$ cat config.mk
export PLATFORM = sky130hd
export DESIGN_NAME = step_control
export DESIGN_NICKNAME = d
export VERILOG_FILES = /design/src/rtl/nic8_ctl_pkg.sv /design/src/rtl/step_control_break_match.sv /design/src/rtl/step_control.sv
export SDC_FILE = /design/constraint.sdc
export NUM_CORES = 1
export LEC_CHECK = 0
export ABC_AREA = 1
export ABC_CLOCK_PERIOD_IN_PS = 1690
export CAP_MARGIN = 10
export CORE_MARGIN = 10
export CORE_UTILIZATION = 42
export CTS_CLUSTER_DIAMETER = 120
export CTS_CLUSTER_SIZE = 12
export DETAILED_ROUTE_END_ITERATION = 6
export PLACE_DENSITY_LB_ADDON = 0.08
export SKIP_LAST_GASP = 1
export SLEW_MARGIN = 10
export SYNTH_ARGS = -nofsm -noshare
export SYNTH_HDL_FRONTEND = slang
export SYNTH_SLANG_ARGS = --single-unit
$ cat constraint.sdc
create_clock -name clk -period 1.69 [get_ports clk]
set_input_delay 0.338 -clock clk [delete_from_list [all_inputs] [get_ports clk]]
set_output_delay 0.338 -clock clk [all_outputs]
set_load 0.02 [all_outputs]
$ cat src/rtl/nic8_ctl_pkg.sv
// nic8_ctl_pkg
// Shared types and constants for the nic8 run/halt/single-step controller.
//   ctl_state_t  : sequencer states
//   ctl_op_t     : host command opcodes carried on cmdOp
//   halt_cause_t : encoding reported on haltCause
//   CYCLES_MAX   : saturation value of the enabled-cycle counter
package nic8_ctl_pkg;

  typedef enum logic [1:0] {
    ST_HALTED   = 2'd0,
    ST_RUNNING  = 2'd1,
    ST_STEPPING = 2'd2,
    ST_STOPPING = 2'd3
  } ctl_state_t;

  typedef enum logic [1:0] {
    OP_NOP  = 2'd0,
    OP_RUN  = 2'd1,
    OP_HALT = 2'd2,
    OP_STEP = 2'd3
  } ctl_op_t;

  typedef enum logic [1:0] {
    CAUSE_RESET = 2'd0,
    CAUSE_HOST  = 2'd1,
    CAUSE_STEP  = 2'd2,
    CAUSE_BRK   = 2'd3
  } halt_cause_t;

  localparam logic [15:0] CYCLES_MAX = 16'hFFFF;

endpackage

$ cat src/rtl/step_control_break_match.sv
// break_match
// Purely combinational breakpoint comparator; only instantiated when
// STEP_CONTROL_BREAKPOINT_EN is defined.
// Ports:
//   brkEn   in  1  breakpoint armed
//   pc      in  8  CPU program counter
//   brkAddr in  8  breakpoint address
//   hit     out 1  armed and pc equals brkAddr
module break_match (
  input  logic       brkEn,
  input  logic [7:0] pc,
  input  logic [7:0] brkAddr,
  output logic       hit
);

  assign hit = brkEn && (pc == brkAddr);

endmodule

$ cat src/rtl/step_control.sv
// step_control
// Run/halt/single-step sequencer for the nic8 CPU. Gates the CPU clock-enable
// so the datapath only advances when commanded and always stops right after
// an instruction completes (fetch boundary).
// Configuration macro: STEP_CONTROL_BREAKPOINT_EN (defined = breakpoint
// compare active; undefined = brkEn/brkAddr ignored, haltCause never 3).
// Ports:
//   clk, reset             clock, asynchronous active-high reset
//   cmdValid/cmdReady      host command handshake (cmdReady low in STOPPING)
//   cmdOp, cmdCount        command opcode and STEP instruction count
//   instrDone, pc          CPU instruction-complete strobe and program counter
//   brkEn, brkAddr         breakpoint arm and address
//   cpuEnable              registered clock-enable to the CPU datapath
//   halted, haltCause      halt status and reason of the last halt
//   stepsLeft, runCycles   remaining steps and saturating enabled-cycle count
module step_control
  import nic8_ctl_pkg::*;
#(
  parameter int STEP_W    = 8,
  parameter bit RESET_RUN = 1'b0
) (
  input  logic              clk,
  input  logic              reset,
  input  logic              cmdValid,
  output logic              cmdReady,
  input  logic [1:0]        cmdOp,
  input  logic [STEP_W-1:0] cmdCount,
  input  logic              instrDone,
  input  logic [7:0]        pc,
  input  logic              brkEn,
  input  logic [7:0]        brkAddr,
  output logic              cpuEnable,
  output logic              halted,
  output logic [1:0]        haltCause,
  output logic [STEP_W-1:0] stepsLeft,
  output logic [15:0]       runCycles
);

  ctl_state_t  state;
  ctl_op_t     op;
  halt_cause_t stop_cause;
  logic        accept;
  logic        done;
  logic        brk_hit;
  logic        host_stop;
  logic        step_last;
  logic        go_halt;

  assign op       = ctl_op_t'(cmdOp);
  assign cmdReady = (state != ST_STOPPING);
  assign halted   = (state == ST_HALTED);
  assign accept   = cmdValid && cmdReady;
  // instrDone only means something while the CPU is actually clocked.
  assign done     = instrDone && cpuEnable;

`ifdef STEP_CONTROL_BREAKPOINT_EN
  break_match u_break_match (
    .brkEn   (brkEn),
    .pc      (pc),
    .brkAddr (brkAddr),
    .hit     (brk_hit)
  );
`else
  logic unused_brk;
  assign unused_brk = ^{brkEn, brkAddr, pc};
  assign brk_hit    = 1'b0;
`endif

  // Decide whether the instruction finishing this cycle ends the run, and why.
  // A HALT arriving together with instrDone stops immediately instead of
  // passing through STOPPING.
  always_comb begin
    host_stop  = (state == ST_STOPPING) ||
                 (accept && (op == OP_HALT) && (state != ST_HALTED));
    step_last  = (state == ST_STEPPING) && (stepsLeft == STEP_W'(1));
    go_halt    = 1'b0;
    stop_cause = CAUSE_HOST;
    if (done) begin
      if (brk_hit) begin
        go_halt    = 1'b1;
        stop_cause = CAUSE_BRK;
      end else if (host_stop) begin
        go_halt    = 1'b1;
        stop_cause = CAUSE_HOST;
      end else if (step_last) begin
        go_halt    = 1'b1;
        stop_cause = CAUSE_STEP;
      end
    end
  end

  // Sequencer state with registered outputs. cpuEnable is registered together
  // with the state so it drops on the same edge that samples the final instrDone.
  always_ff @(posedge clk or posedge reset) begin
    if (reset) begin
      state     <= RESET_RUN ? ST_RUNNING : ST_HALTED;
      cpuEnable <= RESET_RUN;
      haltCause <= CAUSE_RESET;
      stepsLeft <= '0;
      runCycles <= '0;
    end else begin
      if (cpuEnable && (runCycles != CYCLES_MAX))
        runCycles <= runCycles + 16'd1;
      if (done && (state == ST_STEPPING))
        stepsLeft <= stepsLeft - STEP_W'(1);

      if (go_halt) begin
        state     <= ST_HALTED;
        cpuEnable <= 1'b0;
        haltCause <= stop_cause;
        if (state == ST_RUNNING)
          stepsLeft <= '0;
      end else begin
        case (state)
          ST_HALTED: begin
            if (accept) begin
              if (op == OP_RUN) begin
                state     <= ST_RUNNING;
                cpuEnable <= 1'b1;
                runCycles <= '0;
              end else if ((op == OP_STEP) && (cmdCount != '0)) begin
                state     <= ST_STEPPING;
                cpuEnable <= 1'b1;
                stepsLeft <= cmdCount;
                runCycles <= '0;
              end
            end
          end
          ST_RUNNING, ST_STEPPING: begin
            if (accept && (op == OP_HALT))
              state <= ST_STOPPING;
          end
          default: ;
        endcase
      end
    end
  end

endmodule

Word level (Yosys, flattened, before mapping)
Index checks and enable logic that the tools add are counted.

Output and inout bits: 29. Register bits after elaboration: 29.

$add $sub $neg: 2. Equal/unequal tests: 12. Mux-type cells: 30. Reductions and logical operators: 19.

Operators with widths (number): $mux W16 (6); $mux W8 (7); $add A16 B1 Y16 const B (1); $mux W2 (8); $ne A16 B16 Y1 const B (1); $eq A2 B2 Y1 const B (4); $eq A8 B1 Y1 const B (1); $logic_and A1 B1 Y1 (8); $mux W1 (8); $reduce_bool A8 Y1 (1); $sub A8 B1 Y8 const B (1); $reduce_bool A2 Y1 (3); $reduce_bool A3 Y1 (2); $eq A2 B1 Y1 const B (2); $ne A4 B1 Y1 const B (1); $pmux W2 S2 (1); $reduce_and A4 Y1 (1); $ne A3 B1 Y1 const B (1); $ne A3 B3 Y1 const B (1); $reduce_and A3 Y1 (1); $logic_not A2 Y1 (1); $ne A2 B2 Y1 const B (1); $reduce_or A2 Y1 (1); $logic_or A1 B1 Y1 (1).

Longest topological paths before layout
Depth after elaboration: 9. Mapped depth: 11. Mapped depth without buffers: 11.

Least setup slack after synthesis
No wires, ideal clock.

Path type: reg-to-reg. Start: reg state[0]. End: reg stepsLeft[4]. Arrival: 1622 ps. Cell stages (with the launch flop): 11. Setup time: 69 ps. Buffers on the path: 0. Required time: 1621 ps. Path slack: -1 ps. Period minus slack after synthesis: 1691 ps. Cells stage by stage: dfrtp_1 -> inv_1 -> ha_1 -> inv_1 -> nand4_1 -> nand2_1 -> nand2_1 -> nand2_2 -> nor2_1 -> nand2_1 -> nand3_1.

Elaborated cells between the ends (all ways): 22. Those cells by class: eq/ne: 4; mux: 10; reduce/logical: 8.

RTL lines: start: declaration (RTL line step_control.sv:39) `ctl_state_t state;`; start signal: assignment (RTL line step_control.sv:96) `state <= RESET_RUN ? ST_RUNNING : ST_HALTED;`; $logic_not A2 Y1; net halted (RTL line step_control.sv:33) `output logic halted,`; $mux W8 (RTL line step_control.sv:114) `case (state)`; $mux W8 (RTL line step_control.sv:107) `if (go_halt) begin`; end signal: assignment (RTL line step_control.sv:105) `stepsLeft <= stepsLeft - STEP_W'(1);`; end signal: assignment (RTL line step_control.sv:124) `stepsLeft <= cmdCount;`; end: declaration (RTL line step_control.sv:35) `output logic [STEP_W-1:0] stepsLeft,`.

The timed path passes the listed nets, and every way through them passes these cells. A chain may end at the register's enable or synchronous reset.

Final worst setup path
Start: reg runCycles[6]. End: out runCycles[6].

RTL lines: start: declaration (RTL line step_control.sv:36) `output logic [15:0] runCycles`; start signal: assignment (RTL line step_control.sv:103) `runCycles <= runCycles + 16'd1;`.

No word-level cell between the ends.

==> summary.md <==
| Metric | Value |
|---|---|
| Crit path largest cell delay | 0.63 ns |
| Unrepaired setup endpoints after global routing | yes |
| IO Port Bufs | 42 |
| Synthesis-stage register bit count | 29 |
| Worst-Margin Slew | 0.417 ns |
| Async SR Flop Fraction | 1.00 |
| First drt pass iteration count | 5 |
| Antenna viol nets, final | 0 |
| Crit Path Class | reg2out |
| CTS tree | yes |
| WP buf/inv | 1 |
| N_diodes | 0 |
| Total wire length | 4.94 mm |
| Met2 usage | 0.245 |
| CP startpoint kind | register |
| Die ar. | slightly below 8000 sq um |
| Setup Skew | 0.00432 ns |
| Maximum vdd drop | 0.775 mV |
| CP arrival | between 1 and 1.5 ns |
| Max cap viols | 0 |
| Finished Cell Area | 2850 sq um |
| FILL cells | 424 |
| Remaining global-route overflow | 0 |
| Initial core utilization | 0.442 |
| Syn. warnings | 0 |
| H-tree lvl count | 2 |
| Initial antenna violation count | 0 |
| Largest net degree at the start of global routing | 30 |
| Number of CTS-inserted buffers | 5 |
| CTS root buffer | clkbuf_8 |
| Mapped Area | roughly 2000 sq um |
| First-pass GRT wire length | 8.64 mm |
| Slew headroom | 0.719 |
| WL/cell | 11.8 um |
| Slew Viols, Final | 0 |
| Vias | ~2000 |
| Top-area cell type share of the netlist area | 0.369 |
| Data required, critical path | 1.35 ns |
| Min Clock Period, post-route | 1.65 ns |
| Synth area leaders | dfrtp_1 (37%), nand2_1 (18%), nor2_1 (9.4%), inv_1 (8.0%), nand3_1 (4.6%) |
| Drt drc | 0 |
| Final period util | 0.977 |
| Met1 GRT Util | 0.151 |
| Overall power | around 4.0 mW |
| Status | finished, final reports clean |
| Vias/cell | 4.74 |
| Max frequency | ~0.6 GHz |
| Hold Crit Class | in2async |
| Worst setup margin | 0.0393 ns |
| Top_reg_cell synth | dfrtp_1 |
| Share of cells above drive strength 1 | 0.180 |
| Worst-path clk slew | ~0.060 ns |
| Clk_lat worst skew | 0.28 ns |
| Most used routing layer | met2 |
| Placed cell area | 2660 sq um |
| Crit path max fanout | 4 |
| CP Cell Sequence | clkdlybuf4s50_1 |
| Crit path capture type | output port |
| Core Footprint | 4440 sq um |
| IO Pins | 60 |
| Slowest cell on crit path | clkdlybuf4s50_1 |
| Avg Cell Area, Syn | 6.83 sq um |
| Die Y | roughly 90 um |
| GR Util All Layers | 0.136 |
| Sequential fraction of the synthesis area | 0.369 |
| Cells after Synth | 288 |
| Clock Sinks | 29 |
| Area grow syn2layout | 44.7% |
| Maximum root-to-sink buffer count | 2 |
| Pre-CTS setup slack | -0.192 ns |
| Row count | 24 |
| Unique masters post-synth | 24 |
| Vias in the first global route | 2004 |
| EDFF count, synth | 0 |
| Leakage | 1.55 nW |
| Syn Nets | approximately 330 |
| Cell family with most CP delay | buffers and inverters |
| GP Congestion | about 0.8 |
| Nets | 403 |
| Setup TNS | 0 ns |
| PD cells | 1410 nW/um^2 |
| R2r setup slk | 0.11 ns |
| Final Hold Vio Count | 0 |
| Synth area leader | dfrtp_1 |
| Initial drt markers | 86 |
| Met3 Resource Use GR | 0.0404 |
| Chip Width | 88.4 um |
| DP HPWL | 3.78 mm |
| Final setup fails | 0 |
## kinds of logic after synthesis
| logic type | Yosys count | synth area share |
|---|---|---|
| compound gates | 15 | 0.0426 |
| xor+xnor | 8 | 0.0356 |
| fa+ha+maj | 7 | 0.0446 |
| buf+inv | 46 | 0.0955 |
| flops | 29 | 0.369 |
| mux | 1 | 0.00509 |
| simple gates | 182 | 0.407 |
## cells in the mapped netlist (2+ instances only)
| library cell | count |
|---|---|
| a21oi_1 | 7 |
| buf_6 | 2 |
| dfrtp_1 | 29 |
| ha_1 | 7 |
| inv_1 | 42 |
| inv_2 | 2 |
| nand2_1 | 92 |
| nand2_2 | 3 |
| nand3_1 | 18 |
| nand3_2 | 3 |
| nand4_1 | 6 |
| nor2_1 | 49 |
| nor2_2 | 5 |
| nor3_1 | 3 |
| o21ai_0 | 5 |
| xor2_1 | 7 |
## where the power goes
group          switching, mW  total, mW  internal [mW]
sequential             0.212       1.13          0.916
clock                  0.275      0.560          0.285
combinational           1.27       2.34           1.06
## repair_timing
action,in CTS,in global routing
setup endpoints to repair,11,34
hold buffers,0,0
cloned,0,1
setup buffers,0,2
pin swaps,1,7
resized for setup,9,23
## per-layer routing
metal,share of wire,up-vias
met3,0.051,4
met2,0.49,41
met4,0.0087,0
met1,0.44,894
met5,0,-
li1,-,1041
## placed cells by master, fill, tap and decap left out, drive strengths merged
cell type / Yosys / layout
dlymetal6s2s: 0 / 5
mux2i: 1 / 1
nand2: 95 / 95
a21oi: 7 / 7
nor2: 55 / 55
nand4: 7 / 7
nor3: 3 / 3
dfrtp: 29 / 29
xnor2: 1 / 1
nand3b: 1 / 1
clkdlybuf4s15: 0 / 2
nand3: 21 / 21
buf: 2 / 29
dlygate4sd2: 0 / 6
ha: 7 / 7
inv: 44 / 44
o21ai: 6 / 6
o21bai: 1 / 1
a22oi: 1 / 1
clkbuf: 0 / 7
clkdlybuf4s50: 0 / 29
clkinv: 0 / 2
xor2: 7 / 7
## path summary, 6_finish.rpt
check,to,start,cells past startpoint
max,runCycles[6],runCycles[6]$_DFF_PP0_,1
min,runCycles[8]$_DFF_PP0_,reset,3
max reg2reg,stepsLeft[3]$_DFF_PP0_,state[0]$_DFFE_PP0P_,10
min reg2reg,haltCause[0]$_DFFE_PP0P_,haltCause[0]$_DFFE_PP0P_,2
max in group asynchronous,state[1]$_DFFE_PP0P_,reset,3
min in group clk,haltCause[0]$_DFFE_PP0P_,haltCause[0]$_DFFE_PP0P_,2
## stage by stage
stage	cells	utilization	hold WS, ns
3_3_place_gp	407	0.598	0.455
2_1_floorplan	288	-	0.416
3_5_place_dp	407	0.598	0.465
5_1_grt	418	0.640	0.507
6_report	418	0.640	0.426
4_1_cts	415	0.615	0.434
## final cells by class
cell class,count,area [sq um],area share
Tap cell,52,65.1,0.0229
Timing Repair Buffer,72,693,0.244
Multi-Input combinational cell,213,1110,0.391
Sequential cell,29,726,0.255
Inverter,44,165,0.0580
Clock buffer,6,72.6,0.0255
Clock inverter,2,10.0,0.00352
## flip-flops by register name, indices dropped and copies added, names as in the netlist
name / flops
runCycles: 16
cpuEnable: 1
stepsLeft: 8
haltCause: 2
state: 2
No activity file was read; power rests on OpenSTA's default activity.
